File: src/rtl/fir_pkg.sv
// Shared definitions for the FIR tap sequencer.
//   - state_t     : sequencer FSM states
//   - N_DEFAULT   : default number of taps / coefficients per load
//   - WIDTH_DEFAULT : default signed sample width
//   - COEF_W      : coefficient bus width
//   - TAP_WE_ALL  : byte-enable pattern that appends one full coefficient
package fir_pkg;

  localparam int N_DEFAULT     = 11;
  localparam int WIDTH_DEFAULT = 32;
  localparam int COEF_W        = 32;

  localparam logic [3:0] TAP_WE_ALL = 4'hF;

  typedef enum logic [1:0] {
    ST_IDLE,
    ST_LOAD,
    ST_FLUSH,
    ST_RUN
  } state_t;

endpackage

File: src/rtl/fir_valid_pipe.sv
// LAT-deep 1-bit shift register that delays the sample-accept strobe so it
// lines up with the external FIR's result.
// Ports:
//   clk     : clock, rising edge
//   rst     : synchronous active-high reset, clears the whole pipe
//   i_valid : accepted-sample strobe
//   o_valid : i_valid delayed by exactly LAT cycles
module fir_valid_pipe #(
  parameter int LAT = 1
) (
  input  logic clk,
  input  logic rst,
  input  logic i_valid,
  output logic o_valid
);

  logic [LAT-1:0] r_pipe;

  generate
    if (LAT == 1) begin : g_single
      always_ff @(posedge clk) begin
        // NOTE: registers are updated with non-blocking assignments so every
        // flop samples its input from before the edge, independent of
        // statement order.
        if (rst) r_pipe <= '0;
        else     r_pipe <= i_valid;
      end
    end else begin : g_deep
      always_ff @(posedge clk) begin
        if (rst) r_pipe <= '0;
        else     r_pipe <= {r_pipe[LAT-2:0], i_valid};
      end
    end
  endgenerate

  assign o_valid = r_pipe[LAT-1];

endmodule

File: src/rtl/fir_tap_seq.sv
// Sequencer around an external FIR: reloads the N coefficients, flushes the
// FIR delay line with zeros, then streams samples through it.
// Ports:
//   clk, rst                : clock and synchronous active-high reset
//   cfg_start               : pulse, request a coefficient reload (IDLE/RUN)
//   coef_valid/coef_data    : coefficient stream in, coef_ready handshake out
//   cfg_done                : one-cycle pulse on entry to RUN after a load
//   tap_ram_in/tap_ram_we   : FIR coefficient append port
//   in_valid/in_data        : sample stream in, in_ready handshake out
//   fir_x_in / fir_y_in     : sample to FIR / FIR result (LAT cycles later)
//   out_valid/out_data      : filtered result, no backpressure
//   busy                    : high while loading or flushing
module fir_tap_seq
  import fir_pkg::*;
#(
  parameter int N     = N_DEFAULT,
  parameter int WIDTH = WIDTH_DEFAULT,
  parameter int LAT   = 1
) (
  input  logic              clk,
  input  logic              rst,
  input  logic              cfg_start,
  input  logic              coef_valid,
  input  logic [COEF_W-1:0] coef_data,
  output logic              coef_ready,
  output logic              cfg_done,
  output logic [COEF_W-1:0] tap_ram_in,
  output logic [3:0]        tap_ram_we,
  input  logic              in_valid,
  input  logic [WIDTH-1:0]  in_data,
  output logic              in_ready,
  output logic [WIDTH-1:0]  fir_x_in,
  input  logic [WIDTH-1:0]  fir_y_in,
  output logic              out_valid,
  output logic [WIDTH-1:0]  out_data,
  output logic              busy
);

  // One counter width serves both the coefficient index and the flush length.
  localparam int CNT_W = $clog2(N + LAT + 1);
  localparam logic [CNT_W-1:0] COEF_LAST  = CNT_W'(N - 1);
  localparam logic [CNT_W-1:0] FLUSH_LAST = CNT_W'(N + LAT - 1);

  state_t           r_state;
  state_t           w_state_nxt;
  logic [CNT_W-1:0] r_coef_cnt;
  logic [CNT_W-1:0] r_flush_cnt;
  logic             r_cfg_done;

  logic w_coef_hs;
  logic w_in_hs;
  logic w_coef_last;
  logic w_flush_last;
  logic w_out_valid;

  assign w_coef_hs    = (r_state == ST_LOAD) && coef_valid;
  assign w_in_hs      = (r_state == ST_RUN) && in_valid;
  assign w_coef_last  = w_coef_hs && (r_coef_cnt == COEF_LAST);
  assign w_flush_last = (r_state == ST_FLUSH) && (r_flush_cnt == FLUSH_LAST);

  // State, counters and the done pulse.
  always_ff @(posedge clk) begin
    if (rst) begin
      r_state     <= ST_IDLE;
      r_coef_cnt  <= '0;
      r_flush_cnt <= '0;
      r_cfg_done  <= 1'b0;
    end else begin
      r_state    <= w_state_nxt;
      // cfg_done is registered so it lands in the first RUN cycle, after the
      // last flush cycle rather than overlapping it.
      r_cfg_done <= w_flush_last;

      // The coefficient index only lives inside LOAD; leaving LOAD for any
      // reason restarts the next load at index 0.
      if (r_state != ST_LOAD) begin
        r_coef_cnt <= '0;
      end else if (w_coef_hs) begin
        r_coef_cnt <= w_coef_last ? '0 : r_coef_cnt + CNT_W'(1);
      end

      if (r_state == ST_FLUSH) r_flush_cnt <= r_flush_cnt + CNT_W'(1);
      else                     r_flush_cnt <= '0;
    end
  end

  // Next-state and Moore/Mealy outputs.
  always_comb begin
    // NOTE: every signal written here gets a default first, so no path can
    // leave one unassigned and infer a latch.
    w_state_nxt = r_state;
    coef_ready  = 1'b0;
    in_ready    = 1'b0;
    busy        = 1'b0;
    tap_ram_we  = '0;
    tap_ram_in  = '0;
    fir_x_in    = '0;

    unique case (r_state)
      ST_IDLE: begin
        if (cfg_start) w_state_nxt = ST_LOAD;
      end
      ST_LOAD: begin
        coef_ready = 1'b1;
        busy       = 1'b1;
        if (w_coef_hs) begin
          tap_ram_we = TAP_WE_ALL;
          tap_ram_in = coef_data;
        end
        // cfg_start is ignored here, even alongside the last handshake.
        if (w_coef_last) w_state_nxt = ST_FLUSH;
      end
      ST_FLUSH: begin
        // fir_x_in stays at its zero default to clear the delay line.
        busy = 1'b1;
        if (w_flush_last) w_state_nxt = ST_RUN;
      end
      ST_RUN: begin
        in_ready = 1'b1;
        if (w_in_hs) fir_x_in = in_data;
        if (cfg_start) w_state_nxt = ST_LOAD;
      end
      default: w_state_nxt = ST_IDLE;
    endcase
  end

  // The valid pipe keeps running regardless of state, so samples accepted
  // just before a reload still come out.
  fir_valid_pipe #(
    .LAT(LAT)
  ) u_valid_pipe (
    .clk    (clk),
    .rst    (rst),
    .i_valid(w_in_hs),
    .o_valid(w_out_valid)
  );

  assign out_valid = w_out_valid;
  assign out_data  = w_out_valid ? fir_y_in : '0;
  assign cfg_done  = r_cfg_done;

endmodule

File: config.mk
export PLATFORM = sky130hd
export DESIGN_NAME = fir_tap_seq
export DESIGN_NICKNAME = d
export VERILOG_FILES = /design/src/rtl/fir_pkg.sv /design/src/rtl/fir_valid_pipe.sv /design/src/rtl/fir_tap_seq.sv
export SDC_FILE = /design/constraint.sdc
export NUM_CORES = 1
export LEC_CHECK = 0
export BUFFER_PORTS_ARGS = -buffer_cell sky130_fd_sc_hd__buf_2
export CAP_MARGIN = 25
export CORE_AREA = 5 5 76 78
export DETAILED_ROUTE_END_ITERATION = 16
export DIE_AREA = 0 0 81 83
export GPL_TIMING_DRIVEN = 0
export PLACE_DENSITY = 0.74
export SYNTH_ARGS = -nofsm -noshare
export SYNTH_HDL_FRONTEND = slang
export SYNTH_SLANG_ARGS = --single-unit
File: constraint.sdc
create_clock -name clk -period 4.1 [get_ports clk]
set_clock_uncertainty 0.15 [all_clocks]
set_input_delay 0.615 -clock clk [delete_from_list [all_inputs] [get_ports clk]]
set_output_delay 0.615 -clock clk [all_outputs]
set_load 0.02 [all_outputs]
==> flow_summary.toml, run 1 <==
[run_status]
outcome = "complete, no violations"

[final_layout]
fin_nets = 496
areaGrowthSynthToFinish_pct = 91.1
stdcell_count = 456
final_area_um2 = 2420
diodes = 0
final.fill_count = 534
final_util_pct = 48.4
drive_above_1_share_pct = 55.4

[die]
ios = 206
die_area_um2 = 6720
initial_core_util_pct = 25.3
die_height_um = 83
row_count = 26
core_area_um2 = 5010
die_w_um = 81

[global_routing]
antenna_found_initial = 0
grt_usage_pct = 17.7
grt_pass1_wl_um = 9530
grt_max_degree = 11
grt_overflow = 0
grt_pass1_vias = 2052

[clock_tree]
cts_sinks = 12
clockBufferDepth = 2
cts_tree = "yes"
clkLatencyLatePin_ps = 240
ctsResizeCount = 0
clk_pin_slew_worst_paths_ps = 50
numCtsBuffers = 3
post_cts_buffers = 0
cts-root-buf = "clkbuf_8"
hold_buffers = 0
cts-htree-levels = 1

[synth]
synth.top_cell.area_share_pct = 31.6
yosysSeqAreaShare_pct = 19.0
netlist_area_um2 = 1270
synth_cells = 178
ys_seq_elements = 12
synth_common_cells = "and3_1, and2_1, clkbuf_1"
synth.distinct_cells = 22
yosys_warnings = 0
yosysMostFrequentCell = "and3_1"
async_flop_share_pct = 0
synthTopCellsByArea = "and3_1, dfxtp_1, and2_1, ha_1, clkbuf_1"
synth_edf_count = 0
ys.flop_type = "dfxtp_1"
syn-num-nets = 286
yosysTopAreaCell = "and3_1"
avgSynthCellArea_um2 = 7.12

[placed_design]
hpwlAfterDp_um = 5740
pre_cts_ws_ps = 1550
portBuffers = 205
place_area_um2 = 2380
dp_cells = 453
gp_congestion = 0.734

[setup_path]
critPathTopFamily = "buffers and inverters"
cpPeakStageDelay_ps = 340
cp-start-kind = "input pin"
end_kind = "output pin"
arrival_ps = 1750
criticalPathCategory = "in2out"
cp_cell_sequence = "buf_2 > clkbuf_1 > clkbuf_1 > and3_1 > buf_2"
slowest_stage = "clkbuf_1"
path_buf_inv = 4
crit_fanout = 10
required_ps = 3340

[pwr]
leakagePower_nw = 1.78
power.total_uw = 688
power_density_nw_per_um2 = 284
ir_drop_mv = 0.141

[drt]
drc = 0
wl_per_cell_um = 14.2
vias = 2056
drt-initial-drc-count = 65
viasPerCell = 4.51
detail-route-antenna-nets = 0
firstDrtPassIters = 4
drt_wl_total_um = 6470

[timing]
hold_slack_ps = 301
relSlewSlack_pct = 70.2
worst_slew_pin_slew_ps = 446
drv_slew = 0
final.setup.tns_ps = 0
timing.fmax_mhz = 397
hold_violations = 0
setup_violations = 0
period_share_pct = 61.4
layout_min_cycle_time_ps = 2520
finalWorstSetupSlack_ps = 1580
rsz0062_at_grt = "false"

[flow_run]
drv_cap = 0

[worst_hold_path]
hold_class = "reg2reg"
-- cell usage in the layout, fill, tap and decap left out, drive strengths merged --
| cell type | instances |
|---|---|
| o21ai | 1 |
| and2 | 32 |
| xnor2 | 1 |
| nor2 | 11 |
| clkbuf | 19 |
| nand3b | 3 |
| nand2b | 4 |
| buf | 208 |
| nand2 | 2 |
| mux2 | 2 |
| and3 | 64 |
| a21oi | 3 |
| ha | 7 |
| or3 | 1 |
| xor2 | 2 |
| or2b | 1 |
| nand3 | 4 |
| a222oi | 1 |
| dfxtp | 12 |
| nand4b | 1 |
| inv | 7 |
-- final cells by class --
cell class                      instances  area, um^2  share of cell area [%]
Timing Repair Buffer                  205        1030                    42.4
Multi-Input combinational cell        140         918                    37.9
Sequential cell                        12         240                    9.92
Tap cell                               70        87.6                    3.62
Buffer                                 19        82.6                    3.41
Clock buffer                            3        41.3                    1.70
Inverter                                7        26.3                    1.08
-- sequential cells by signal, summed over array words and instances (netlist names) --
register	count
cfg_done	1
r_coef_cnt	4
r_flush_cnt	4
r_state	2
u_valid_pipe.o_valid	1
-- layer usage --
metal	wire length [um]	vias to the layer above	track usage (%)
li1	-	1014	-
met1	1930	905	14.6
met2	3500	129	37.5
met3	901	8	5.95
met4	141	0	4.30
met5	0	-	0
-- path summary, 6_finish.rpt --
path	start	endpoint	slack, ps	cells after the start
worst min register to register	r_flush_cnt[0]	r_flush_cnt[0]	300	1
worst max register to register	r_state[0]	r_state[1]	2210	4
worst max-delay path	coef_valid	tap_ram_in[31]	1580	5
worst min-delay path	r_flush_cnt[0]	r_flush_cnt[0]	300	1
-- power by group --
| part | leakage (nW) | switching [mW] | total [mW] | internal, mW |
|---|---|---|---|---|
| clock | 0.0216 | 0.0392 | 0.104 | 0.0644 |
| sequential | 0.0971 | 0.0120 | 0.143 | 0.131 |
| combinational | 1.67 | 0.267 | 0.442 | 0.174 |
-- kinds of logic after synthesis --
logic type,count (synthesis),synth area share [%]
simple gates,123,59.3
buf+inv,26,8.59
flops,12,19.0
fa+ha+maj,7,6.91
compound gates,5,2.37
xor+xnor,3,2.07
mux,2,1.78
-- worst reg2reg max path, stage by stage, from the launching register on --
cell	delay (ps)
dfxtp_1	380
inv_1	80
ha_1	320
a222oi_1	460
mux2_2	380
No activity file was read; power rests on OpenSTA's default activity.
==> run 2: changes to the inputs <==
--- a/config.mk
+++ b/config.mk
@@ -7,11 +7,12 @@
 export LEC_CHECK = 0
 export BUFFER_PORTS_ARGS = -buffer_cell sky130_fd_sc_hd__buf_2
 export CAP_MARGIN = 25
-export CORE_AREA = 5 5 76 78
+export CORE_ASPECT_RATIO = 0.9
+export CORE_MARGIN = 5
+export CORE_UTILIZATION = 26
 export DETAILED_ROUTE_END_ITERATION = 16
-export DIE_AREA = 0 0 81 83
 export GPL_TIMING_DRIVEN = 0
-export PLACE_DENSITY = 0.74
+export PLACE_DENSITY = 0.78
 export SYNTH_ARGS = -nofsm -noshare
 export SYNTH_HDL_FRONTEND = slang
 export SYNTH_SLANG_ARGS = --single-unit
==> constraint.sdc (replaced) <==
create_clock -name clk -period 2.2 [get_ports clk]
set_clock_uncertainty 0.15 [all_clocks]
set_input_delay 0.33 -clock clk [delete_from_list [all_inputs] [get_ports clk]]
set_output_delay 0.33 -clock clk [all_outputs]
set_load 0.02 [all_outputs]
==> run 2 against run 1 <==
  * Final cell count fell by 0.88%
  * Critical path depth did not move
  * Clock power rose by 130%
  * Via count fell by 3.0%
  * Die area fell by 5.2%
  * Critical path type is now reg2out
==> flow_summary.toml, run 2 (synthesized netlist as in run 1, its figures left out) <==
[setup_path]
slowest_stage = "dfxtp_1"
crit_fanout = 10
r2r_setup_slack_ps = 270
required_ps = 1720
crit_cells = 5
cp-start-kind = "flop"
criticalPathCategory = "reg2out"
cpPeakStageDelay_ps = 330
path_buf_inv = 3
arrival_ps = 1630
end_kind = "output pin"
r2r_cells = 4
rr_startpoint = "r_state[0]"
critPathTopFamily = "buffers and inverters"
cp_cell_sequence = "inv_1 > ha_2 > clkbuf_1 > and3_1 > buf_2"
r2r_end = "r_state[1]"

[pwr]
pwr-share-clk_pct = 18.0
swShare_pct = 45.3
power_density_nw_per_um2 = 550
power_frac_comb_pct = 62.1
ir_drop_mv = 0.335
power.switching_uw = 607
power.total_mw = 1.34
p_seq_share_pct = 19.9
leakagePower_nw = 1.80
p_int_uw = 732

[clock_tree]
clkLatencyLatePin_ps = 240
cts-htree-levels = 1
clk_pin_slew_worst_paths_ps = 50
numCtsBuffers = 3
ctsResizeCount = 0
cts_tree = "yes"
cts-root-buf = "clkbuf_8"
clockBufferDepth = 2
hold_buffers = 0
post_cts_buffers = 0
cts_sinks = 12

[timing]
hold_violations = 0
timing.fmax_mhz = 474
rsz0062_at_grt = "false"
setup_violations = 0
hold_slack_ps = 178
relSlewSlack_pct = 67.4
period_share_pct = 96.0
layout_min_cycle_time_ps = 2110
worst_slew_pin_slew_ps = 488
drv_slew = 0
final.setup.tns_ps = 0

[global_routing]
grt_max_degree = 11
grt_overflow = 0
grt_pass1_vias = 1880
antenna_found_initial = 0
grt_pass1_wl_um = 9650
grt_usage_pct = 17.9

[worst_hold_path]
min_from = "rst"
hold_end = "u_valid_pipe.o_valid"
whs_path_depth = 2
hold_class = "in2reg"

[final_layout]
top_regs = "r_coef_cnt (4), r_flush_cnt (4), r_state (2)"
areaGrowthSynthToFinish_pct = 92.1
drive_above_1_share_pct = 56.3
final_area_um2 = 2430
final_common_cell = "buf_2"
fin_nets = 496
mostFrequentLayoutCells = "buf_2, and3_1, and2_1"
final_util_pct = 51.0
diodes = 0

[die]
die_w_um = 83.6
die_area_um2 = 6370
row_count = 24
ios = 206
initial_core_util_pct = 26.5
die_height_um = 76.2
core_area_um2 = 4770

[flow_run]
drv_cap = 0

[placed_design]
gp_congestion = 0.920
portBuffers = 205
place_area_um2 = 2370
hpwlAfterDp_um = 5380

[run_status]
outcome = "complete, no violations"

[drt]
wl_per_cell_um = 13.7
firstDrtPassIters = 4
drt-initial-drc-count = 61
drc = 0
vias = 1995
drt_wl_total_um = 6210
detail-route-antenna-nets = 0
viasPerCell = 4.41
-- run 2: cell count changes in the layout (fill, tap and decap cells not counted), sizes merged --
cell and change:
clkbuf +1
-- run 2: metal layers --
| layer | vias to the layer above | GRT usage, % | part of all wire [%] |
|---|---|---|---|
| met5 | - | 0 | 0 |
| met4 | 0 | 2.25 | 0.66 |
| met3 | 6 | 5.19 | 8.1 |
| met2 | 85 | 33.3 | 52 |
| met1 | 890 | 20.5 | 39 |
| li1 | 1014 | - | - |
-- run 2: area by class of cell --
cell class | instances | area, um^2
well taps | 65 | 81.3
multi-input cells | 140 | 921
plain buffers | 19 | 85.1
clock buffers | 4 | 55.1
flip-flops and latches | 12 | 240
fillers | 484 | 2340
inverters | 7 | 26.3
repair buffers | 205 | 1030
-- run 2: worst max path at each step --
stage,from,to,slack [ps]
final,r_state[1],tap_ram_in[11],90
after global routing,r_state[0],fir_x_in[13],6
after CTS,r_state[1],tap_ram_in[28],30
after detailed placement,r_state[0],r_state[1],290
after global placement,coef_valid,tap_ram_in[11],320
after floorplan,r_state[1],tap_ram_we[1],430
-- run 2: power groups by stage --
stage               registers [mW]  logic, mW  clock network [mW]
floorplan                    0.266      0.521                   0
global placement             0.268      0.808                   0
detailed placement           0.271      0.821                   0
CTS                          0.266      0.826               0.248
global route                 0.270      0.904               0.267
finish                       0.266      0.831               0.241
-- run 2: per-stage QoR --
step	setup WS, ps	cells
6_report	88.9	452
2_1_floorplan	429	178
4_1_cts	32.5	452
3_3_place_gp	316	448
3_5_place_dp	291	448
5_1_grt	5.73	452
-- run 2: worst register-to-register path, cell delays in order (launching register included) --
cell and delay, ps:
dfxtp_1 380, inv_1 80, ha_1 330, a222oi_1 500, mux2_2 390
